### src/rtl/delay_arbiter.sv
`default_nettype none
// ============================================================================
//  Module   : delay_arbiter
//  Purpose  : Round-robin arbiter for one shared tick-driven countdown timer.
//             Each of four requesters is granted in turn. It receives a
//             one-cycle done strobe after its programmed number of tick
//             rising edges.
//  Revision : 1.0 - initial release
// ============================================================================
module delay_arbiter #(
    parameter int W = 8
) (
    input  logic           clock,
    input  logic           Clear_b,
    input  logic           tick,
    input  logic [3:0]     req,
    input  logic [4*W-1:0] delay,
    output logic [3:0]     grant,
    output logic [3:0]     done,
    output logic           busy,
    output logic [W-1:0]   remaining
);

    typedef enum logic [1:0] {
        S_IDLE  = 2'd0,
        S_COUNT = 2'd1,
        S_DONE  = 2'd2
    } state_t;

    state_t         r_state,     w_state_nxt;
    logic [3:0]     r_grant,     w_grant_nxt;
    logic [3:0]     r_done,      w_done_nxt;
    logic           r_busy,      w_busy_nxt;
    logic [W-1:0]   r_remaining, w_remaining_nxt;
    logic [1:0]     r_ptr,       w_ptr_nxt;
    logic [1:0]     r_owner,     w_owner_nxt;
    logic           r_tick_prev;

    logic           w_tick_ev;
    logic           w_pick_valid;
    logic [1:0]     w_pick_idx;
    logic [W-1:0]   w_delay_arr [4];

    genvar gi;
    generate
        for (gi = 0; gi < 4; gi++) begin : g_delay_fields
            assign w_delay_arr[gi] = delay[gi*W +: W];
        end
    endgenerate

    assign w_tick_ev = tick & ~r_tick_prev;

    // Scan from the lowest priority (ptr) up to ptr+1, so the highest-priority
    // requester in the search order is the last one written.
    always_comb begin
        logic [1:0] w_cand;
        w_pick_valid = 1'b0;
        w_pick_idx   = r_ptr;
        w_cand       = r_ptr;
        for (int k = 4; k >= 1; k--) begin
            w_cand = r_ptr + 2'(k);
            if (req[w_cand]) begin
                w_pick_valid = 1'b1;
                w_pick_idx   = w_cand;
            end
        end
    end

    always_comb begin
        w_state_nxt     = r_state;
        w_grant_nxt     = r_grant;
        w_done_nxt      = '0;
        w_remaining_nxt = r_remaining;
        w_ptr_nxt       = r_ptr;
        w_owner_nxt     = r_owner;
        case (r_state)
            S_IDLE: begin
                w_grant_nxt     = '0;
                w_remaining_nxt = '0;
                if (w_pick_valid) begin
                    w_grant_nxt     = 4'b0001 << w_pick_idx;
                    w_owner_nxt     = w_pick_idx;
                    w_remaining_nxt = w_delay_arr[w_pick_idx];
                    if (w_delay_arr[w_pick_idx] == '0) begin
                        w_state_nxt = S_DONE;
                        w_done_nxt  = 4'b0001 << w_pick_idx;
                    end else begin
                        w_state_nxt = S_COUNT;
                    end
                end
            end
            S_COUNT: begin
                // Abort wins over a final tick landing in the same cycle.
                if (!req[r_owner]) begin
                    w_state_nxt     = S_IDLE;
                    w_grant_nxt     = '0;
                    w_remaining_nxt = '0;
                    w_ptr_nxt       = r_owner;
                end else if (w_tick_ev) begin
                    if (r_remaining > W'(1)) begin
                        w_remaining_nxt = r_remaining - W'(1);
                    end else begin
                        w_remaining_nxt = '0;
                        w_done_nxt      = r_grant;
                        w_state_nxt     = S_DONE;
                    end
                end
            end
            S_DONE: begin
                w_state_nxt     = S_IDLE;
                w_grant_nxt     = '0;
                w_remaining_nxt = '0;
                w_ptr_nxt       = r_owner;
            end
            default: begin
                w_state_nxt     = S_IDLE;
                w_grant_nxt     = '0;
                w_remaining_nxt = '0;
            end
        endcase
        w_busy_nxt = (w_state_nxt != S_IDLE);
    end

    always_ff @(posedge clock or negedge Clear_b) begin
        if (!Clear_b) begin
            r_state     <= S_IDLE;
            r_grant     <= '0;
            r_done      <= '0;
            r_busy      <= 1'b0;
            r_remaining <= '0;
            r_ptr       <= 2'd3;
            r_owner     <= 2'd0;
            r_tick_prev <= 1'b0;
        end else begin
            r_state     <= w_state_nxt;
            r_grant     <= w_grant_nxt;
            r_done      <= w_done_nxt;
            r_busy      <= w_busy_nxt;
            r_remaining <= w_remaining_nxt;
            r_ptr       <= w_ptr_nxt;
            r_owner     <= w_owner_nxt;
            r_tick_prev <= tick;
        end
    end

    assign grant     = r_grant;
    assign done      = r_done;
    assign busy      = r_busy;
    assign remaining = r_remaining;

endmodule
`default_nettype wire

### config.mk
export PLATFORM = sky130hd
export DESIGN_NAME = delay_arbiter
export DESIGN_NICKNAME = d
export VERILOG_FILES = /design/src/rtl/delay_arbiter.sv
export SDC_FILE = /design/constraint.sdc
export NUM_CORES = 1
export LEC_CHECK = 0
export ABC_AREA = 0
export CAP_MARGIN = 20
export CELL_PAD_IN_SITES_DETAIL_PLACEMENT = 1
export CELL_PAD_IN_SITES_GLOBAL_PLACEMENT = 1
export CORE_MARGIN = 5
export CORE_UTILIZATION = 29
export CTS_CLUSTER_SIZE = 24
export DETAILED_ROUTE_END_ITERATION = 10
export HOLD_SLACK_MARGIN = 0.02
export MAX_ROUTING_LAYER = met4
export PLACE_DENSITY_LB_ADDON = 0.1
export SLEW_MARGIN = 20
export SYNTH_ARGS = -nofsm -noshare
export SYNTH_HDL_FRONTEND = slang
export SYNTH_SLANG_ARGS = --single-unit
export TNS_END_PERCENT = 20
### constraint.sdc
create_clock -name clock -period 2.3 [get_ports clock]
set_clock_uncertainty 0.2 [all_clocks]
set_input_delay 0.46 -clock clock [delete_from_list [all_inputs] [get_ports clock]]
set_output_delay 0.46 -clock clock [all_outputs]
set_load 0.1 [all_outputs]
==> implementation parameters, run 1 <==
Parameter                              Value

Final layout
  Fraction of layout cells with a size suffix above 1 ... 0.4137
  Number of non-filler instances in the completed layout ... 348
  Layout net count ... 320
  Filler cell count in the final layout ... 585
  Combined flip-flop and latch cell area ... 614.3 um^2
  Most frequent cells in the layout ... sky130_fd_sc_hd__buf_4 (60), sky130_fd_sc_hd__clkdlybuf4s50_1 (34), sky130_fd_sc_hd__o21ai_1 (21), sky130_fd_sc_hd__dfrtp_1 (17), sky130_fd_sc_hd__nand2_1 (16)
  Most common cell after layout, fill and taps aside ... sky130_fd_sc_hd__buf_4
  Area growth syn-to-layout ... 78.59%
  Final design utilization ... 0.5387
  Fin area ... 0.002786 mm^2
  Multi-input gate area ... 0.001116 mm^2
  ANT cells ... 0

GRT
  Met2 routing resource usage after global routing ... 0.2755
  Global-route usage over all layers ... 0.1785
  Vias in the first global route ... 1925
  Busiest layer in global routing ... met2
  Antenna violations before repair ... 0
  Met1 track demand over resource in global routing ... 0.2413
  Global route total overflow ... 0
  GR met3 Demand/Resource ... 0.03366
  First-pass GRT wire length ... 10060 um
  Largest net degree at the start of global routing ... 25

Clocking
  Clock Sink Count ... 24
  Count of H-tree levels built during CTS ... 1
  Inserted Clock Buffers ... 3
  CTS root buffer ... sky130_fd_sc_hd__clkbuf_8
  Hold buffers post-CTS ... 0
  CTS tree ... built
  Buffer levels on the longest clock path ... 2
  Worst-skew pair later-pin latency ... 0.27 ns
  Clock slew at reported path FFs ... 0.09 ns

Routing
  Count of nets left with antenna violations after detail routing ... 0
  Total iterations of the first detailed-routing run ... 4
  Drt drc ... 0
  Routed len/inst ... 18.96 um
  Final routed wirelength across all metal layers ... 6598 um
  Iteration-0 DRC count of the detailed router ... 54
  Ratio of routed vias to standard cells ... 5.270
  Total number of vias ... 1834

Timing
  Period utilisation layout ... 1.141
  Final setup violation count ... 14
  Final hold slack ... 0.3117 ns
  Transition time of the tightest slew-check pin ... 0.5360 ns
  Min setup slack post-route ... -0.3250 ns
  Hold Fails Final Rpt ... 0
  Unrepaired setup endpoints after global routing ... true
  Aggregate negative setup slack ... -2.283 ns
  Max Fclk ... 380.9 MHz
  Slew Viols, Final ... 0
  Final critical path time including I/O delays and setup ... 2.625 ns
  Worst slew slack as a fraction of its limit ... 0.6399

Synthesis
  Post-synthesis net count ... 223
  Async set-reset flop share out of synthesis ... 1.000
  Area of the mapped netlist ... 0.001560 mm^2
  Leading register cell type out of synthesis ... sky130_fd_sc_hd__dfrtp_1
  Proportion of netlist area held by the largest area contributor ... 0.3528
  Seq/Total Area, Yosys ... 0.3865
  Distinct cell type count after synthesis ... 42
  Yosys warnings ... 0
  Cells after Synth ... 182
  Flip-flop and latch count after synthesis ... 24
  Post-Synthesis Mean Instance Area ... 8.573 um^2
  Synth area leader ... sky130_fd_sc_hd__dfrtp_1
  Top post-synthesis cells by area ... sky130_fd_sc_hd__dfrtp_1 (35%), sky130_fd_sc_hd__o21ai_0 (6.4%), sky130_fd_sc_hd__a32oi_1 (4.5%)
  Number of enable-type register cells in the synthesized netlist ... 0

Setup path
  Worst Path Arrival ... 2.59 ns
  CP Data Required Time ... 2.26 ns
  Reg-to-reg setup timing slack ... -0.33 ns
  Slowest cell on the critical path ... sky130_fd_sc_hd__dfstp_2
  CP Max Fanout ... 5
  Cell-by-cell trace of the critical path ... buf_4 -> or3_4 -> o31ai_4 -> buf_4 -> buf_4 -> a31oi_1 -> a32oi_2 -> nor4_2 -> nand2_2 -> a211o_1
  Kind of capture point of the worst setup path ... register
  Startpoint-to-endpoint class of the critical path ... register to register
  CP max stage delay ... 0.60 ns
  Most used cell along the critical path ... sky130_fd_sc_hd__buf_4
  Kind of launch point of the worst setup path ... register

Placement
  Number of buffers added on ports ... 55
  HPWL after detailed placement ... 4319 um
  Area post-placement ... 0.002371 mm^2
  Post-place setup slack ... -0.7937 ns
  Cells after DPL ... 330
  Final RePlAce weighted congestion ... 0.8208

Floorplan
  Placeable core region ... 0.005172 mm^2
  Boundary Pins ... 56
  Number of standard-cell rows in the floorplan ... 26
  Die area ... 0.006947 mm^2
  Overall die width ... 83.35 um
  Initial core utilization ... 0.3016
  Die boundary height ... 83.35 um

Hold path
  Type of the worst min-delay path ... register to register

Outcome
  Outcome ... finished with violations
  Failing checks ... setup timing

Power
  Total power ... 4.381 mW
  Peak supply drop ... 1.178 mV
  P_leak ... 1.163 nW
  Areal power density over the cells ... 1572 mW/mm^2

Run
  Number of max-cap violations ... 0
final timing paths:
| check | depth (start not counted) | to | start |
|---|---|---|---|
| setup reg to reg | 10 | r_state[0] | r_ptr[1] |
| hold / removal | 2 | grant[1] | grant[1] |
| hold reg to reg | 2 | grant[1] | grant[1] |
| setup / recovery | 10 | r_state[0] | r_ptr[1] |
| max in group asynchronous | 2 | r_ptr[0] | Clear_b |
| min in group asynchronous | 2 | grant[1] | Clear_b |
area by class of cell:
class / count / share of cell area
Sequential cell: 24 / 0.2205
Tap cell: 70 / 0.03143
Timing Repair Buffer: 103 / 0.3179
Inverter: 3 / 0.004041
Multi-Input combinational cell: 144 / 0.4005
Clock buffer: 3 / 0.01482
Clock inverter: 1 / 0.01078
cell usage after synthesis (all sizes together) (2+ instances only):
| master | count |
|---|---|
| o21ai | 32 |
| dfrtp | 22 |
| nand2 | 18 |
| nor2 | 14 |
| a21oi | 10 |
| nand3 | 10 |
| a31oi | 9 |
| a32oi | 8 |
| clkbuf | 7 |
| buf | 5 |
| nor3 | 5 |
| inv | 3 |
| mux2 | 3 |
| nor4 | 3 |
| o31ai | 3 |
| or3 | 3 |
| a21o | 2 |
| a22oi | 2 |
| and3b | 2 |
| dfstp | 2 |
| ha | 2 |
| nand2b | 2 |
| nor3b | 2 |
timing repair:
action | 4_1_cts | 5_1_grt
gates resized for setup | 18 | 43
endpoints found under the setup margin | 16 | 18
pin swaps | 8 | 18
gates cloned | 0 | 1
setup buffers | 7 | 8
metal layers:
metal / vias to the layer above / wire length, um
li1: 883 / -
met1: 879 / 3135
met2: 63 / 3084
met3: 9 / 294
met4: 0 / 84
met5: - / 0
cell families after synthesis:
family | count (synthesis) | share of synthesized area
AOI/OAI and AO/OA | 74 | 0.3047
muxes | 5 | 0.04250
DFF | 24 | 0.3865
buffers and inverters | 15 | 0.04972
and+or+nand+nor | 62 | 0.2005
adders and majority gates | 2 | 0.01604
sequential cells by signal, summed over array words and instances (netlist names):
name,count
remaining,8
r_state,2
done,4
busy,1
grant,4
r_owner,2
r_ptr,2
r_tick_prev,1
worst max-delay path, delay by kind of cell (launching register included):
kind                   cells  cell delay, ns
buffers and inverters      3            0.44
AO/OA/AOI/OAI              4            0.67
flip-flops                 1            0.60
AND/OR/NAND/NOR            3            0.58
report_power, final:
part	switching, mW	total, mW	internal (mW)	leakage [nW]
registers	0.152	0.756	0.604	0.297
logic	1.98	3.25	1.27	0.830
clock network	0.141	0.374	0.233	0.0357
No activity file was read; power rests on OpenSTA's default activity.
==> run 2: changes to the inputs <==
SLEW_MARGIN = default   (was 20)
==> results of run 2 <==
Final layout, timing and power as in run 1 (identical DEF).
==> RTL change 1, RTL diff (flow settings as in run 1) <==
Change the parameter `W` from 8 to 9.
--- a/src/rtl/delay_arbiter.sv
+++ b/src/rtl/delay_arbiter.sv
@@ -8,7 +8,7 @@
 //  Revision : 1.0 - initial release
 // ============================================================================
 module delay_arbiter #(
-    parameter int W = 8
+    parameter int W = 9
 ) (
     input  logic           clock,
     input  logic           Clear_b,
Interface: changed (resized delay and remaining); port bits go from 56 to 61. No check against the original RTL was run, so the function may have changed too.
==> RTL change 1 against run 1 <==
- total power up 2.7%
- area after synthesis grew 9.9%
- sequential power rose by 7.5%
- the flow still finishes with violations (negative setup slack)
- routed wire length up 3.2%
- design area grew 5.3%
- worst setup slack worse by 8.4 ps
- largest power group unchanged
- sequential cell count grew 1
==> RTL change 1: results (changes against run 1) <==
* Outcome: complete, but fails checks
* Failing checks: negative setup slack
* Global router's overall resource usage at 18.0% (+0.14 points)
* Net count reported at finish at 346 (+8.1%)
* Number of cells traversed by the worst register-to-register path at 9 (-1)
* Top area cells in the synthesized netlist: dfrtp_1 34%, o21ai_0 6.7%, nand2_1 5.3%
* Post-Place Cells at 361 (+9.4%)
* Total detailed-routing wirelength at 6810 µm (+3.2%)
* Netlist cell types at 48 (+14%)
* Arr. time, crit path at 2650 ps (+60 ps)
* Count of yosys warnings during synthesis at 0 (unchanged)
* Flip-flop and latch count after synthesis at 25 (+4.2%)
* Commonest cells post-synth: 24 x nand2_1, 23 x dfrtp_1, 23 x o21ai_0, 15 x nor2_1, 11 x a21oi_1
* Final routed wire length divided by cell count at 18.2 µm (-4.2%)
* Max Fanout on Critical Path at 11 (+6)
* Category of cells accounting for the largest share of critical-path delay: compound AO/OA/AOI/OAI gates
* Mean instance size in the synthesized netlist at 8.49 µm² (-0.94%)
* Max VDD drop at 1170 µV (-0.74%)
* CTS Root Buffer Type: clkbuf_8
* Placed cell areas at 0.00260 mm² (+9.7%)
* Maximum cell stage delay along the critical path at 690 ps (+90 ps)
* Vias in the first global route at 2105 (+9.4%)
* Via count at 1981 (+8.0%)
* Part of the Yosys area used for sequential elements at 36.6% (-2.0 points)
* Number of antenna violations at the first check in global routing at 0 (unchanged)
* Drt first-iter violations at 76 (+41%)
* Worst setup slack after layout at -333 ps (-8.39 ps)
* Gp weighted congestion at 0.795 (-3.1%)
* H-Tree Depth at 1 (unchanged)
* Clock Path Buffers at 2 (unchanged)
* Sum of net half-perimeters after detailed placement at 4920 µm (+14%)
* CP max-delay cell: dfstp_2
* Capture point of the critical path: done[0]$_DFF_PN0_
* Clock latency at the later pin of the worst-skew pair at between 200 and 300 ps
* Max reg flops at 9 (+1)
* Largest net degree at the start of global routing at 26 (+4.0%)
* Final setup viols at 14 (unchanged)
* Total of buffers placed on input and output ports at 60 (+9.1%)
* Proportion of layout cells with a drive suffix above 1 at 36.7% (-4.7 points)
* Leakage power of the design at 0.00124 µW (+6.9%)
* Global-route wire length before repair at 10600 µm (+5.0%)
* Max-Cap Viols at 0 (unchanged)
* Transition time at the pin with the least slew margin at 496 ps (-39.7 ps)
* Synthesized netlist net count at 247 (+11%)
[RTL change 1: repair_timing]
action | 4_1_cts | 5_1_grt
pin swaps | 12 | 9
endpoints found under the hold margin | 0 | 0
hold buffers | 0 | 0
gates resized for setup | 28 | 20
endpoints found under the setup margin | 15 | 17
buffers inserted | 5 | 5
[RTL change 1: how the worst min path moves through the flow]
stage	end	depth (start not counted)	start	slack [ps]
finish	grant[0]$_DFFE_PN0P_	2	grant[0]$_DFFE_PN0P_	320
global route	grant[2]$_DFFE_PN0P_	2	grant[2]$_DFFE_PN0P_	360
CTS	grant[0]$_DFFE_PN0P_	2	grant[0]$_DFFE_PN0P_	330
detailed placement	grant[0]$_DFFE_PN0P_	2	grant[0]$_DFFE_PN0P_	300
global placement	grant[0]$_DFFE_PN0P_	2	grant[0]$_DFFE_PN0P_	290
floorplan	busy$_DFF_PN0_	0	Clear_b	-40
[RTL change 1: metrics by stage]
| stage | setup slack [ps] | hold slack, ps | util [%] | power (µW) | TNS [ps] |
|---|---|---|---|---|---|
| after detailed placement | -765 | 300 | 44.5 | 3750 | -10910 |
| after global routing | -483 | 359 | 50.1 | 4780 | -5100 |
| final | -333 | 323 | 50.1 | 4500 | -2970 |
| after CTS | -343 | 329 | 47.6 | 4290 | -2560 |
| after floorplan | -89.5 | -35.6 | - | 2750 | -265 |
| after global placement | -730 | 293 | 44.5 | 3720 | -10560 |
[RTL change 1: routing by layer]
layer,share of wire [%],vias up,global-route usage [%]
met1,51,974,25.5
met2,45,52,28.0
li1,-,953,-
met4,0.43,0,3.40
met3,4.4,2,1.89
met5,0,-,-
[RTL change 1: kinds of logic (layout without fill, tap and decap cells)]
family	after synthesis	in the layout	share of synthesized area, %
mux	6	6	4.45
flops	25	25	36.6
simple gates	75	75	21.7
compound gates	75	75	29.8
buf+inv	18	116	5.40
fa+ha+maj	2	2	1.46
xor+xnor	1	1	0.511
[RTL change 1: final cells by class]
class,count,area (µm²)
clock buffer,3,41.3
clock inverter,1,8.76
fill,667,2920
inverter,6,22.5
multi-input combinational,159,1180
sequential,25,636
tap,75,93.8
timing repair buffer,106,956
[RTL change 1: worst register-to-register path, delay by kind of cell, from the launching register on]
family / cells / cell delay [ps]
AOI/OAI and AO/OA: 4 / 710
buffers and inverters: 2 / 340
DFF: 1 / 690
muxes: 1 / 120
and+or+nand+nor: 2 / 510
[RTL change 1: where the power goes]
group,leakage [µW],internal [µW],switching (µW)
Clock,0.0000261,127,162
Sequential,0.000308,630,183
Combinational,0.000909,1330,2070
